==> src/rtl/mips_defines.sv <==
// Shared MIPS pipeline constants: register-zero address, scoreboard slot
// state encoding and default scoreboard sizing.
package mips_defines;

  // Architectural register r0 is hard-wired to zero and never has a pending write.
  localparam logic [4:0] ZERO = 5'd0;

  // Scoreboard slot states.
  localparam logic [0:0] SLOT_FREE = 1'b0;
  localparam logic [0:0] SLOT_BUSY = 1'b1;

  // Default scoreboard sizing.
  localparam int DEFAULT_NSLOTS = 4;
  localparam int DEFAULT_LAT_W  = 5;

endpackage

==> src/rtl/scoreboard_slot.sv <==
// One in-flight long-latency write: tracks the destination register and the
// cycles left until its result becomes forwardable.
module scoreboard_slot
  import mips_defines::*;
#(
  parameter int ADDR_W = 5,
  parameter int LAT_W  = DEFAULT_LAT_W
) (
  input  logic              clk,
  input  logic              rst,
  input  logic              flush,
  input  logic              load,
  input  logic [ADDR_W-1:0] load_dst,
  input  logic [LAT_W-1:0]  load_lat,
  input  logic [ADDR_W-1:0] match_addr,
  output logic              busy,
  output logic [ADDR_W-1:0] dst,
  output logic              match
);

  logic [0:0]        state_reg;
  logic [ADDR_W-1:0] dst_reg;
  logic [LAT_W-1:0]  count_reg;

  // Slot FSM: load when allocated, count down while busy, free on 1->0.
  always_ff @(posedge clk or negedge rst) begin
    if (!rst) begin
      state_reg <= SLOT_FREE;
      dst_reg   <= '0;
      count_reg <= '0;
    end else if (flush) begin
      state_reg <= SLOT_FREE;
      count_reg <= '0;
    end else if (load) begin
      state_reg <= SLOT_BUSY;
      dst_reg   <= load_dst;
      count_reg <= load_lat;
    end else if (state_reg == SLOT_BUSY) begin
      count_reg <= count_reg - LAT_W'(1);
      if (count_reg == LAT_W'(1)) begin
        state_reg <= SLOT_FREE;
      end
    end
  end

  assign busy  = (state_reg == SLOT_BUSY);
  assign dst   = dst_reg;
  assign match = busy && (dst_reg == match_addr);

endmodule

==> src/rtl/hazard_scoreboard.sv <==
// Register-write scoreboard for multi-cycle ops (DIVU, MUL): allocates slots,
// blocks WAW re-issue and raises decode stall on RAW hazards or full slots.
module hazard_scoreboard
  import mips_defines::*;
#(
  parameter int NSLOTS = DEFAULT_NSLOTS,
  parameter int LAT_W  = DEFAULT_LAT_W,
  parameter int ADDR_W = 5
) (
  input  logic                        clk,
  input  logic                        rst,
  input  logic                        issue_valid,
  input  logic [ADDR_W-1:0]           issue_dst,
  input  logic [LAT_W-1:0]            issue_lat,
  output logic                        issue_ready,
  input  logic [ADDR_W-1:0]           rs_addr,
  input  logic [ADDR_W-1:0]           rt_addr,
  input  logic                        read_rs,
  input  logic                        read_rt,
  input  logic                        flush,
  output logic                        stall,
  output logic [2**ADDR_W-1:0]        busy_vec,
  output logic [$clog2(NSLOTS+1)-1:0] inflight
);

  localparam int NREGS = 2**ADDR_W;
  localparam int CNT_W = $clog2(NSLOTS+1);

  logic [NSLOTS-1:0]    slot_busy;
  logic [NSLOTS-1:0]    slot_match;
  logic [NSLOTS-1:0]    slot_load;
  logic [NSLOTS:0]      lower_free;   // bit gi: some slot below gi is free
  logic [ADDR_W-1:0]    slot_dst [NSLOTS];
  logic [NREGS-1:0]     slot_onehot [NSLOTS];
  logic                 null_op;
  logic                 alloc_go;
  logic                 rs_haz;
  logic                 rt_haz;

  assign lower_free[0] = 1'b0;

  genvar gi;
  generate
    for (gi = 0; gi < NSLOTS; gi++) begin : g_slot
      // Lowest-index free slot wins the allocation.
      assign slot_load[gi]    = alloc_go & ~slot_busy[gi] & ~lower_free[gi];
      assign lower_free[gi+1] = lower_free[gi] | ~slot_busy[gi];
      assign slot_onehot[gi]  = slot_busy[gi] ? (NREGS'(1) << slot_dst[gi]) : '0;

      scoreboard_slot #(
        .ADDR_W (ADDR_W),
        .LAT_W  (LAT_W)
      ) u_slot (
        .clk        (clk),
        .rst        (rst),
        .flush      (flush),
        .load       (slot_load[gi]),
        .load_dst   (issue_dst),
        .load_lat   (issue_lat),
        .match_addr (issue_dst),
        .busy       (slot_busy[gi]),
        .dst        (slot_dst[gi]),
        .match      (slot_match[gi])
      );
    end
  endgenerate

  // Pending-write vector and occupancy, from registered slot state only.
  always_comb begin
    busy_vec = '0;
    inflight = '0;
    for (int i = 0; i < NSLOTS; i++) begin
      busy_vec = busy_vec | slot_onehot[i];
      inflight = inflight + CNT_W'(slot_busy[i]);
    end
  end

  // Writes to r0 or with zero latency need no tracking and are always accepted.
  assign null_op     = (issue_dst == ADDR_W'(ZERO)) | (issue_lat == '0);
  assign issue_ready = rst & issue_valid & ~flush &
                       (null_op | (lower_free[NSLOTS] & ~(|slot_match)));
  assign alloc_go    = issue_ready & ~null_op;

  assign rs_haz = read_rs & (rs_addr != ADDR_W'(ZERO)) & busy_vec[rs_addr];
  assign rt_haz = read_rt & (rt_addr != ADDR_W'(ZERO)) & busy_vec[rt_addr];

  // During flush the in-flight writes are being killed, so no stall is needed.
  assign stall = rst & ~flush & (rs_haz | rt_haz | (issue_valid & ~issue_ready));

endmodule
==> config.mk <==
export PLATFORM = sky130hd
export DESIGN_NAME = hazard_scoreboard
export DESIGN_NICKNAME = d
export VERILOG_FILES = /design/src/rtl/mips_defines.sv /design/src/rtl/scoreboard_slot.sv /design/src/rtl/hazard_scoreboard.sv
export SDC_FILE = /design/constraint.sdc
export NUM_CORES = 1
export LEC_CHECK = 0
export CORE_MARGIN = 8
export CORE_UTILIZATION = 50
export DETAILED_ROUTE_END_ITERATION = 10
export PLACE_DENSITY = 0.77
export SLEW_MARGIN = 25
export SYNTH_ARGS = -nofsm -noshare
export SYNTH_HDL_FRONTEND = slang
export SYNTH_SLANG_ARGS = --single-unit
==> constraint.sdc <==
create_clock -name clk -period 3.2 [get_ports clk]
set_input_delay 0.96 -clock clk [delete_from_list [all_inputs] [get_ports clk]]
set_output_delay 0.96 -clock clk [all_outputs]
set_load 0.1 [all_outputs]
==> results.cfg, run 1 <==
[worst_setup_path]
path_delay_family = compound AO/OA/AOI/OAI gates
cp-startpoint = g_slot[3].u_slot.dst[1]
critPathLaunchType = flop
critPathSlowestCell = dfrtp_2
crit_fanout = 8
path_cells = buf_4, nand2_1, nor2b_1, a311o_2, mux4_2, mux2i_1, o221ai_1, nand4b_1, o211ai_1, clkbuf_16
critPathKind = flop to output pin
cp-end-kind = output pin
crit_buf_inv = 2
critPathRequiredTime_ns = 2.24
r2r_start = g_slot[3].u_slot.dst[4]
max_stage_delay_ns = 0.51
cp.arrival_ns = 3.17

[cts]
cts_buffers = 5
cts_max_level = 2
clk_pin_slew_worst_paths_ns = 0.10
cts_root_buf = clkbuf_8
clk_path_buf_depth = 2
cts_num_sinks = 44
cts_tree = yes
clock_latency_ns = 0.31

[synth]
synth_nets = 568
synth_area_per_cell_sq_um = 8.52
synth_top_flop_cell = dfrtp_1
ys.warnings.count = 0
ys_seq_area_share_pct = 24.4
synth-edff-count = 0
syn_area_sq_um = 4520
async_flop_share_pct = 100
synth_cells = 530
yosys_register_bits = 44
synth_cell_types = 72

[route]
wl_microns = 25800
drc = 0
antenna_left = 0
avgRoutedWirePerCell_microns = 29.2
drt_iter0_markers = 1014
first_pass_iters = 6
avgViaCountPerCell = 7.28
num_vias = 6428

[floorplan]
die_x_microns = 111
rows = 34
die_h_microns = 111
die_area_sq_um = 12300
start_util_pct = 51.8
core_area_sq_um = 8720
num_io_pins = 63

[placement]
io_buffer_count = 62
dp_worst_setup_slack_ns = -0.840
place_congestion = 0.996
place_area_sq_um = 6950
hpwl_microns = 15000
dp.cells = 848

[worst_hold_path]
min_from = g_slot[3].u_slot.count_reg[4]
hold_class = flop to flop

[global_routing]
antenna_found_initial = 0
grt.overflow.total = 0
grt_pass1_wl_microns = 33900
grt_usage_pct = 34.2
grt_max_degree = 45
grt_pass1_vias = 6086

[layout]
drive_gt1_share_pct = 49.5
nets = 813
utilization_pct = 87.6
final_cell_area_sq_um = 7640
n_antenna_cell = 0
fillerInstances = 378
stdcell_count = 883
area_growth_pct = 69.2

[sta]
fin_crit_ns = 4.13
worstMarginPinSlew_ns = 0.714
relSlewSlack_pct = 52.1
whs_ns = 0.648
drv_slew = 0
rsz0062_at_grt = true
worst_slack_ns = -0.928
hold_viol_final = 0
timing.fmax_mhz = 242
setup_viol = 22
fin_skew_ns = 0.0137
min_period_over_period_pct = 129

[pwr]
p_leak_nw = 3.44
power.density_nw_per_um2 = 258
ir_drop_mv = 0.488

[run_status]
violations = negative setup slack
outcome = finished, violations left

[job]
maxCapViolCount = 0
what timing repair did:
action / CTS / global route
hold buffers: 0 / 0
buffers inserted: 20 / 12
setup endpoints to repair: 28 / 8
pin swaps: 19 / 18
gates cloned: 1 / 0
resized for setup: 70 / 53
cells in the mapped netlist, types with 6 or more instances:
cell       n  area, sq um
a211oi_1   7         52.6
a21oi_1   16         80.1
a22oi_1    6         45.0
a32o_1     6         60.1
buf_2     15         75.1
clkbuf_1  26         97.6
dfrtp_1   44         1100
ha_1      11          138
inv_1     37          139
mux2_2    19          214
mux2i_1   14          140
mux4_2     8          180
nand2_1   38          143
nand3_1    8         40.0
nand3b_1  12         90.1
nand4_1    6         37.5
nand4b_1   7         61.3
nor2_1    40          150
nor2b_1   12         75.1
nor3_1    18         90.1
nor3b_1    7         52.6
o21ai_0   14         70.1
o22ai_1   21          131
o32ai_1    6         52.6
xnor2_1   20          175
xor2_1    13          114
cell type report:
class | instances | area [sq um] | share of cell area (%)
well taps | 108 | 135 | 1.77
clock buffers | 5 | 68.8 | 0.901
clock inverters | 2 | 60.1 | 0.786
multi-input cells | 403 | 3360 | 44.0
repair buffers | 283 | 2750 | 36.0
flip-flops and latches | 44 | 1120 | 14.6
inverters | 38 | 146 | 1.92
worst paths after layout:
| check | slack (ns) | cells after the start | end |
|---|---|---|---|
| min reg2reg | 0.65 | 2 | g_slot[3].u_slot.count_reg[4] |
| max in group asynchronous | 1.98 | 2 | g_slot[3].u_slot.dst[3] |
| min | 0.65 | 2 | g_slot[3].u_slot.count_reg[4] |
| min in group asynchronous | 0.78 | 2 | g_slot[0].u_slot.dst[1] |
| max reg2reg | -0.16 | 9 | g_slot[3].u_slot.dst[2] |
| max | -0.93 | 10 | stall |
metrics by stage:
| step | setup TNS (ns) | power, W |
|---|---|---|
| final | -3.45 | 0.00197 |
| after global routing | -4.27 | 0.00200 |
| after CTS | -1.26 | 0.00184 |
| after detailed placement | -11.66 | 0.00132 |
| after global placement | -9.02 | 0.00130 |
| after floorplan | -3.75 | 0.000963 |
worst register-to-register path: stages, from the launching register on:
cell and delay [ns]:
dfrtp_2 0.53, buf_4 0.23, xor2_4 0.31, nor3_2 0.09
a32o_2 0.27, a2111oi_4 0.47, buf_4 0.23, nand4_4 0.15
nor2_4 0.42, mux2_2 0.50
where the power goes:
group | internal [W] | switching (W) | leakage (nW) | total, W
logic | 0.000376 | 0.000409 | 2.81 | 0.000785
clock network | 0.000308 | 0.000213 | 0.0642 | 0.000521
registers | 0.000594 | 0.0000728 | 0.566 | 0.000666
total | 0.00128 | 0.000695 | 3.44 | 0.00197
routing by layer:
| layer | vias to the layer above | wire length [microns] | GRT usage, % |
|---|---|---|---|
| met5 | - | 31 | 0 |
| met4 | 2 | 2680 | 22.6 |
| met3 | 281 | 3850 | 7.95 |
| met2 | 736 | 11100 | 58.2 |
| met1 | 2951 | 8160 | 37.2 |
| li1 | 2458 | - | - |
cells by family after synthesis:
group,count (synthesis),share of synthesized area (%)
AO/OA/AOI/OAI,129,21.6
XOR/XNOR,33,6.40
adder cells (fa/ha/maj),12,3.49
buffers and inverters,83,7.81
flip-flops,44,24.4
multiplexers,41,11.8
AND/OR/NAND/NOR,188,24.5
cells in the final DEF, fill, tap and decap left out, types with 5 or more instances in the layout:
master / n
a21oi_1: 16
a221o_1: 5
a22oi_1: 6
a311oi_1: 5
a32o_1: 5
buf_12: 42
buf_4: 207
buf_6: 11
clkbuf_8: 5
clkdlybuf4s50_1: 12
dfrtp_1: 30
dfrtp_2: 14
ha_1: 8
inv_1: 34
mux2_2: 19
mux2i_1: 14
mux4_2: 8
nand2_1: 38
nand3_1: 8
nand3b_1: 12
nand4_1: 6
nand4b_1: 7
nor2_1: 33
nor2_2: 8
nor2b_1: 10
nor3_1: 13
nor3_2: 5
nor3b_1: 5
o211ai_1: 5
o21ai_0: 14
o22ai_1: 19
o311a_1: 5
xnor2_1: 16
xor2_1: 9
No activity file was read; power rests on OpenSTA's default activity.
==> inputs of run 2 (changes only) <==
--- a/config.mk
+++ b/config.mk
@@ -5,6 +5,7 @@
 export SDC_FILE = /design/constraint.sdc
 export NUM_CORES = 1
 export LEC_CHECK = 0
+export CAP_MARGIN = 40
 export CORE_MARGIN = 8
 export CORE_UTILIZATION = 50
 export DETAILED_ROUTE_END_ITERATION = 10
==> results of run 2 <==
Final layout, timing and power as in run 1 (identical DEF).
